[src/rtl/hazard_unit.sv]
// hazard_unit: stall/flush/forward control for the kianv five-stage core.
// Define HAZARD_PERF_CNT_EN to add the stall_cycles/flush_events counters.
module hazard_unit #(
  parameter int MEM_TIMEOUT = 1024,
  parameter int CNT_W       = 16
) (
  input  logic       clk,
  input  logic       resetn,
  input  logic [4:0] Rs1D,
  input  logic [4:0] Rs2D,
  input  logic [4:0] Rs1E,
  input  logic [4:0] Rs2E,
  input  logic [4:0] RdE,
  input  logic [4:0] RdM,
  input  logic [4:0] RdW,
  input  logic       RegWriteE,
  input  logic       RegWriteM,
  input  logic       RegWriteW,
  input  logic [1:0] ResultSrcE,
  input  logic       PCSrcE,
  input  logic       MemReqM,
  input  logic       mem_ready,
  input  logic       MultiCycleE,
  input  logic       MultiCycleDoneE,
  output logic       StallF,
  output logic       StallD,
  output logic       StallE,
  output logic       StallM,
  output logic       FlushD,
  output logic       FlushE,
  output logic [1:0] ForwardAE,
  output logic [1:0] ForwardBE,
  output logic       ForwardAD,
  output logic       ForwardBD,
`ifdef HAZARD_PERF_CNT_EN
  output logic [31:0] stall_cycles,
  output logic [31:0] flush_events,
`endif
  output logic       MemTimeout
);

  localparam logic [1:0] RESULT_MEM = 2'b01;
  localparam bit TO_EN = (MEM_TIMEOUT != 0);
  localparam int TO_LAST_I =
    (MEM_TIMEOUT > 0) ? MEM_TIMEOUT - 1 : 0;
  localparam logic [CNT_W-1:0] TO_LAST =
    TO_LAST_I[CNT_W-1:0];

  typedef enum logic [1:0] {
    RUN,
    MEM_WAIT,
    MC_WAIT
  } state_t;

  state_t           state;
  state_t           state_nx;
  logic [CNT_W-1:0] cnt;
  logic [CNT_W-1:0] cnt_nx;
  logic             post_rst;
  logic             gstall;
  logic             lw_stall;
  logic             pc_flush;
  logic             lw_hold;

  always_comb begin
    ForwardAE = 2'b00;
    if (RegWriteM && RdM != 5'd0 && RdM == Rs1E)
      ForwardAE = 2'b10;
    else if (RegWriteW && RdW != 5'd0 && RdW == Rs1E)
      ForwardAE = 2'b01;
  end

  always_comb begin
    ForwardBE = 2'b00;
    if (RegWriteM && RdM != 5'd0 && RdM == Rs2E)
      ForwardBE = 2'b10;
    else if (RegWriteW && RdW != 5'd0 && RdW == Rs2E)
      ForwardBE = 2'b01;
  end

  assign ForwardAD = RegWriteW && RdW != 5'd0
                     && RdW == Rs1D;
  assign ForwardBD = RegWriteW && RdW != 5'd0
                     && RdW == Rs2D;

  assign lw_stall = (ResultSrcE == RESULT_MEM)
                    && RegWriteE && RdE != 5'd0
                    && (RdE == Rs1D || RdE == Rs2D);

  always_ff @(posedge clk or negedge resetn) begin
    if (!resetn) begin
      state    <= RUN;
      cnt      <= '0;
      post_rst <= 1'b1;
    end else begin
      state    <= state_nx;
      cnt      <= cnt_nx;
      post_rst <= 1'b0;
    end
  end

  // The entry cycle in RUN already counts as the first wait cycle.
  always_comb begin
    state_nx   = state;
    cnt_nx     = cnt;
    gstall     = 1'b0;
    MemTimeout = 1'b0;
    if (!post_rst) begin
      unique case (state)
        RUN: begin
          if (MemReqM && !mem_ready) begin
            gstall   = 1'b1;
            state_nx = MEM_WAIT;
            cnt_nx   = CNT_W'(1);
          end else if (MultiCycleE && !MultiCycleDoneE) begin
            gstall   = 1'b1;
            state_nx = MC_WAIT;
          end
        end
        MEM_WAIT: begin
          if (mem_ready) begin
            state_nx = RUN;
            cnt_nx   = '0;
          end else if (TO_EN && cnt >= TO_LAST) begin
            MemTimeout = 1'b1;
            state_nx   = RUN;
            cnt_nx     = '0;
          end else begin
            gstall = 1'b1;
            cnt_nx = cnt + CNT_W'(1);
          end
        end
        MC_WAIT: begin
          if (MultiCycleDoneE) state_nx = RUN;
          else                 gstall   = 1'b1;
        end
        default: begin
          state_nx = RUN;
          cnt_nx   = '0;
        end
      endcase
    end
  end

  assign pc_flush = !post_rst && !gstall && PCSrcE;
  assign lw_hold  = !post_rst && !gstall && !PCSrcE
                    && lw_stall;

  always_comb begin
    StallF = 1'b0;
    StallD = 1'b0;
    StallE = 1'b0;
    StallM = 1'b0;
    FlushD = 1'b0;
    FlushE = 1'b0;
    unique case (1'b1)
      post_rst: begin
        FlushD = 1'b1;
        FlushE = 1'b1;
      end
      gstall: begin
        StallF = 1'b1;
        StallD = 1'b1;
        StallE = 1'b1;
        StallM = 1'b1;
      end
      pc_flush: begin
        FlushD = 1'b1;
        FlushE = 1'b1;
      end
      lw_hold: begin
        StallF = 1'b1;
        StallD = 1'b1;
        FlushE = 1'b1;
      end
      default: ;
    endcase
  end

`ifdef HAZARD_PERF_CNT_EN
  always_ff @(posedge clk or negedge resetn) begin
    if (!resetn) begin
      stall_cycles <= '0;
      flush_events <= '0;
    end else begin
      if (StallD)
        stall_cycles <= stall_cycles + 32'd1;
      if (pc_flush)
        flush_events <= flush_events + 32'd1;
    end
  end
`endif

endmodule

[config.mk]
export PLATFORM = sky130hd
export DESIGN_NAME = hazard_unit
export DESIGN_NICKNAME = d
export VERILOG_FILES = /design/src/rtl/hazard_unit.sv
export SDC_FILE = /design/constraint.sdc
export NUM_CORES = 1
export LEC_CHECK = 0
export ABC_AREA = 1
export CAP_MARGIN = 20
export CORE_ASPECT_RATIO = 1.75
export CORE_MARGIN = 5
export CORE_UTILIZATION = 49
export CTS_BUF_LIST = sky130_fd_sc_hd__clkbuf_16
export DETAILED_ROUTE_END_ITERATION = 10
export GPL_TIMING_DRIVEN = 0
export PLACE_DENSITY = 0.94
export SLEW_MARGIN = 25
export SYNTH_ARGS = -nofsm -noshare
export SYNTH_HDL_FRONTEND = slang
export SYNTH_SLANG_ARGS = --single-unit
[constraint.sdc]
create_clock -name clk -period 3.9 [get_ports clk]
set_clock_uncertainty 0.1 [all_clocks]
set_input_delay 0.975 -clock clk [delete_from_list [all_inputs] [get_ports clk]]
set_output_delay 0.975 -clock clk [all_outputs]
set_load 0.01 [all_outputs]
* Word-level counts from Yosys, hierarchy flattened
Index checks and enable logic that the tools add are counted.
Cells by class: add/subtract/negate cells 1, multipliers 0, div/mod/pow operators 0, magnitude comparators 1, equality and inequality tests 15, shifts and indexed selects 0, multiplexer cells 29, bitwise logic cells 2, reductions and logical operators 32
Operator list (count):
- 2-to-1 mux 16 bit | 3
- case mux 16 bit (3 select lines) | 1
- == test 5 bit | 8
- logical AND 1 bit | 17
- adder 16 x 1 -> 16 bit (second input constant) | 1
- greater-or-equal comparator 16 x 10 -> 1 bit (second input constant) | 1
- 2-to-1 mux 1 bit | 16
- nonzero test 5 bit | 3
- 2-to-1 mux 2 bit | 7
- inequality test 3 bit (second input constant) | 2
- case mux 2 bit (3 select lines) | 1
- logical NOT 1 bit | 5
- == test 2 x 1 -> 1 bit (second input constant) | 2
- inequality test 2 bit (second input constant) | 2
- AND reduction 4 bit | 1
- OR reduction 2 bit | 2
- case mux 1 bit (3 select lines) | 1
- AND reduction 3 bit | 1
- OR reduction 3 bit | 1
- == test 2 bit (second input constant) | 1
- logical NOT 2 bit | 1
- NOT 1 bit | 2
- logical OR 1 bit | 1
Word-level totals: bits in registers 19, latch bits 0, bits in writable memories 0, ROM bits 0, output and inout port bits 13, memories kept 0

* Depth between registers and ports, before layout
depth in word-level cells 12, gate-level depth with buffers 10, mapped depth without buffers 9

* Worst setup path before layout
No wires, ideal clock.
path type input -> output, start input RdW[2], end output ForwardAD, data arrival time 1.819 ns, path slack 1.006 ns, cell stages on the path 5, buffers on the path 1, path through clkbuf_1 nor3_1 nand2_1 nand2_1 nor4_1
On the way: word-level cells in the longest chain between the ends 3, elaborated cells on any way between the ends 4
Ends and longest elaborated chain:
- start, declared | RTL line 15 | input logic [4:0] RdW,
- nonzero test 5 bit | RTL line 81 | assign ForwardAD = RegWriteW && RdW != 5'd0
- logical AND 1 bit | RTL line 81
- logical AND 1 bit (*) | RTL line 82 | && RdW == Rs1D;
- end, declared | RTL line 33 | output logic ForwardAD,
Mark *: on every way between the ends. The rest lies on a longest branch, timed or not.

* Worst setup path after layout
start input RdM[0], end output ForwardBE[0]
On the way: word-level cells in the longest chain between the ends 4, elaborated cells on any way between the ends 5
Ends and longest elaborated chain:
- start, declared | RTL line 14 | input logic [4:0] RdM,
- nonzero test 5 bit | RTL line 75 | if (RegWriteM && RdM != 5'd0 && RdM == Rs2E)
- logical AND 1 bit | RTL line 75
- logical AND 1 bit (*) | RTL line 75
- 2-to-1 mux 2 bit (*) | RTL line 75
- end, declared | RTL line 32 | output logic [1:0] ForwardBE,
Marks and branches as above.

==> impl_results.md <==
* Status: finished clean
* Cts bufs inserted at 3
* Placed cell count at ~350
* RSZ-0062 raised after global routing: no
* Sw Share at approximately 35%
* Synth warn at 0
* Peak supply drop at 0.000364 V
* Combinational Power Share at 43.7%
* Crit path cell chain: clkdlybuf4s50_1 -> nor2_1 -> nand2_1 -> o21ai_0 -> nor3_1 -> nor2_1 -> clkdlybuf4s50_1
* Max Root-Sink Buffers at 2
* DP HPWL at 3810 um
* Total gr overflow at 0
* Finish-stage setup viols at 0
* DR WL/cell at roughly 13 um
* Crit path kind: in -> out
* CTS tree: done
* Global placement routability congestion at ~0.78
* #FFs+latches synth at 19
* Psw at between 200 and 300 uW
* Synth cell types at 28
* Crit-path max FO at 3
* Largest net degree at the start of global routing at 20
* Critical Path AT at 2.75 ns
* Share of layout cells above drive strength 1 at roughly 8%
* Leak at ~0.0012 uW
* DR vias/cell at approximately 5.0
* Initial drt markers at 47
* Critical Path Start Type: input pin
* Critical-path top delay cell: clkdlybuf4s50_1
* Predominant post-synthesis flop cell: dfrtp_1
* Synth Area per Inst at 6.75 um^2
* Reg power frac at between 30% and 40%
* Number of flops mapped to enable cells by yosys at 0
* Die area at 4720 um^2
* Crit end category: output pin
* Slew HR at between 40% and 50%
* Initial Util at between 50% and 60%
* Final #Nets at around 360
* PwrDens at ~340 nW/um^2
* Tcrit/Tclk final at 98.1%
* Design area at 2350 um^2
* Post-Syn Area at about 1700 um^2
* Cell depth of the worst flop-to-flop path at 9
* Setup slack after layout at 0.0759 ns
* Total power at 801 uW
* Most frequent cells after synthesis: nand2_1 (58), inv_1 (37), nor2_1 (30)
* Fin cells at 351
* Num rows at 28
* Worst min path class: reg -> reg
* Io pins at 60
* Dpl ws at -0.0418 ns
* Root Buffer: clkbuf_16
* ANT nets after route at 0
* Clk sinks at 19
* Area after DPL at around 2300 um^2
* Vias at ~1,700
* Post-synth ARST share at 100%
* Syn Inst Count at around 250
* Hold Path Depth at 2
* Yosys top cell area share at between 20% and 30%
* Number of port buffers at between 50 and 60
* Die Span Y at ~87 um
* Ant. Diodes at 0
* Slew at the pin closest to its max-slew limit at between 0.8 and 0.9 ns
* H-tree depth at 1
* Layout area overhead at 41.2%
* Vias in the first global route at around 1,800
* Cell accounting for the most synthesized area: dfrtp_1
* Final wirelength at about 4700 um
* Syn_nets at 295
* Crit-path max cell delay at 0.55 ns
* Most frequent cell after synthesis: nand2_1
* Hold_ws at 0.367 ns
* Most area-consuming cells after synthesis: dfrtp_1 (27%), nand2_1 (13%), xnor2_1 (11%)
* Register area at approximately 480 um^2
* Minimum clock period at approximately 3.8 ns
* Clock latency on the worst-skew pair at approximately 0.25 ns
* First-pass GRT wire length at 7410 um
* CORE AREA at ~3300 um^2
* Fin. Hold Viols at 0
* Achievable frequency at ~260 MHz
* Max-slew violations at 0
* Total Routing Usage GR at a little over a fifth
* Required @ worst endpoint at ~2.8 ns
* Fillers at 260
* Sequential area share after synthesis at roughly 29%
* Max-cap viol count at 0
* Pre-Repair DR Iteration Count at 4
* Clock Pin Slew Worst Setup and Hold Paths at 0.05 ns
* Die width at between 50 and 60 um
* Clock share of power at 26.2%
* Internal Power at 518 uW
* Initial antenna violation count at 0
* DRC violations left at 0
* Area of the multi-input gates at 1000 um^2
[sequential cells by signal, summed over array words and instances (netlist names)]
name / flops
state: 2
cnt: 16
post_rst: 1
[worst max-delay path: cells and delay by family]
| kind | cells | cell delay, ns |
|---|---|---|
| AND/OR/NAND/NOR | 4 | 0.50 |
| buffers and inverters | 2 | 1.03 |
| AO/OA/AOI/OAI | 1 | 0.24 |
[cell type report]
type	instances	area share, %
multi-input cells	182	42.6
repair buffers	55	23.4
flip-flops and latches	19	20.2
inverters	38	6.06
clock buffers	3	3.19
well taps	45	2.39
plain buffers	8	1.91
clock inverters	1	0.213
[power by group through the flow]
stage          clock [uW]  sequential [uW]  combinational [uW]
6_report              209              241                 350
5_1_grt               221              244                 388
4_1_cts               210              240                 350
3_5_place_dp            0              244                 346
3_3_place_gp            0              243                 334
2_1_floorplan           0              238                 213
[final timing paths]
check	start	end	slack [ns]
setup / recovery	RdM[0]	ForwardBE[0]	0.08
hold / removal	cnt[13]	cnt[13]	0.37
setup reg to reg	cnt[0]	cnt[9]	2.25
hold reg to reg	cnt[13]	cnt[13]	0.37
max in group asynchronous	resetn	cnt[8]	2.08
min in group asynchronous	resetn	cnt[14]	1.10
[stage by stage]
| step | setup TNS (ns) | util [%] |
|---|---|---|
| 2_1_floorplan | 0 | - |
| 3_3_place_gp | -0.0259 | 68.0 |
| 3_5_place_dp | -0.0418 | 68.0 |
| 4_1_cts | 0 | 70.4 |
| 5_1_grt | 0 | 70.8 |
| 6_report | 0 | 70.8 |
[timing repair]
item / CTS / global route
setup endpoints to repair: 1 / 4
buffers inserted: 0 / 1
pin swaps: 0 / 2
hold buffers: 0 / 0
gates resized for setup: 2 / 2
[layout by cell type (no fill, tap or decap), types with 3 or more instances in the layout]
master           Yosys  routed
xor2_1              15      15
nor2_2               5       5
nand4_1              5       5
nand2_2              4       4
nand2_1             58      58
nor3_2               3       3
a21oi_1              7       7
buf_4                2       3
clkbuf_1             4       4
nor3_1               9       9
dfrtp_1             18      18
o21ai_0              5       5
xnor2_1             20      20
nand3_1             11      11
clkbuf_16            0       3
inv_1               37      37
clkdlybuf4s50_1      0      50
nor2_1              30      30
[logic make-up (layout without fill, tap and decap cells)]
group / Yosys count / after routing / synth area share (%)
AOI/OAI and AO/OA: 13 / 13 / 3.90
DFF: 19 / 19 / 28.6
other: 1 / 1 / 0.225
adders and majority gates: 1 / 1 / 0.750
and+or+nand+nor: 132 / 132 / 36.9
buffers and inverters: 46 / 105 / 11.3
xor gates and xnor gates: 35 / 35 / 18.4
[routing by layer]
| metal | GRT usage (%) | vias up | wire length [um] |
|---|---|---|---|
| li1 | - | 877 | - |
| met1 | 19.6 | 784 | 1570 |
| met2 | 42.7 | 72 | 2560 |
| met3 | 3.43 | 11 | 452 |
| met4 | 9.52 | 0 | 127 |
| met5 | 0 | - | 0 |
(Power assumes the default switching activity.)
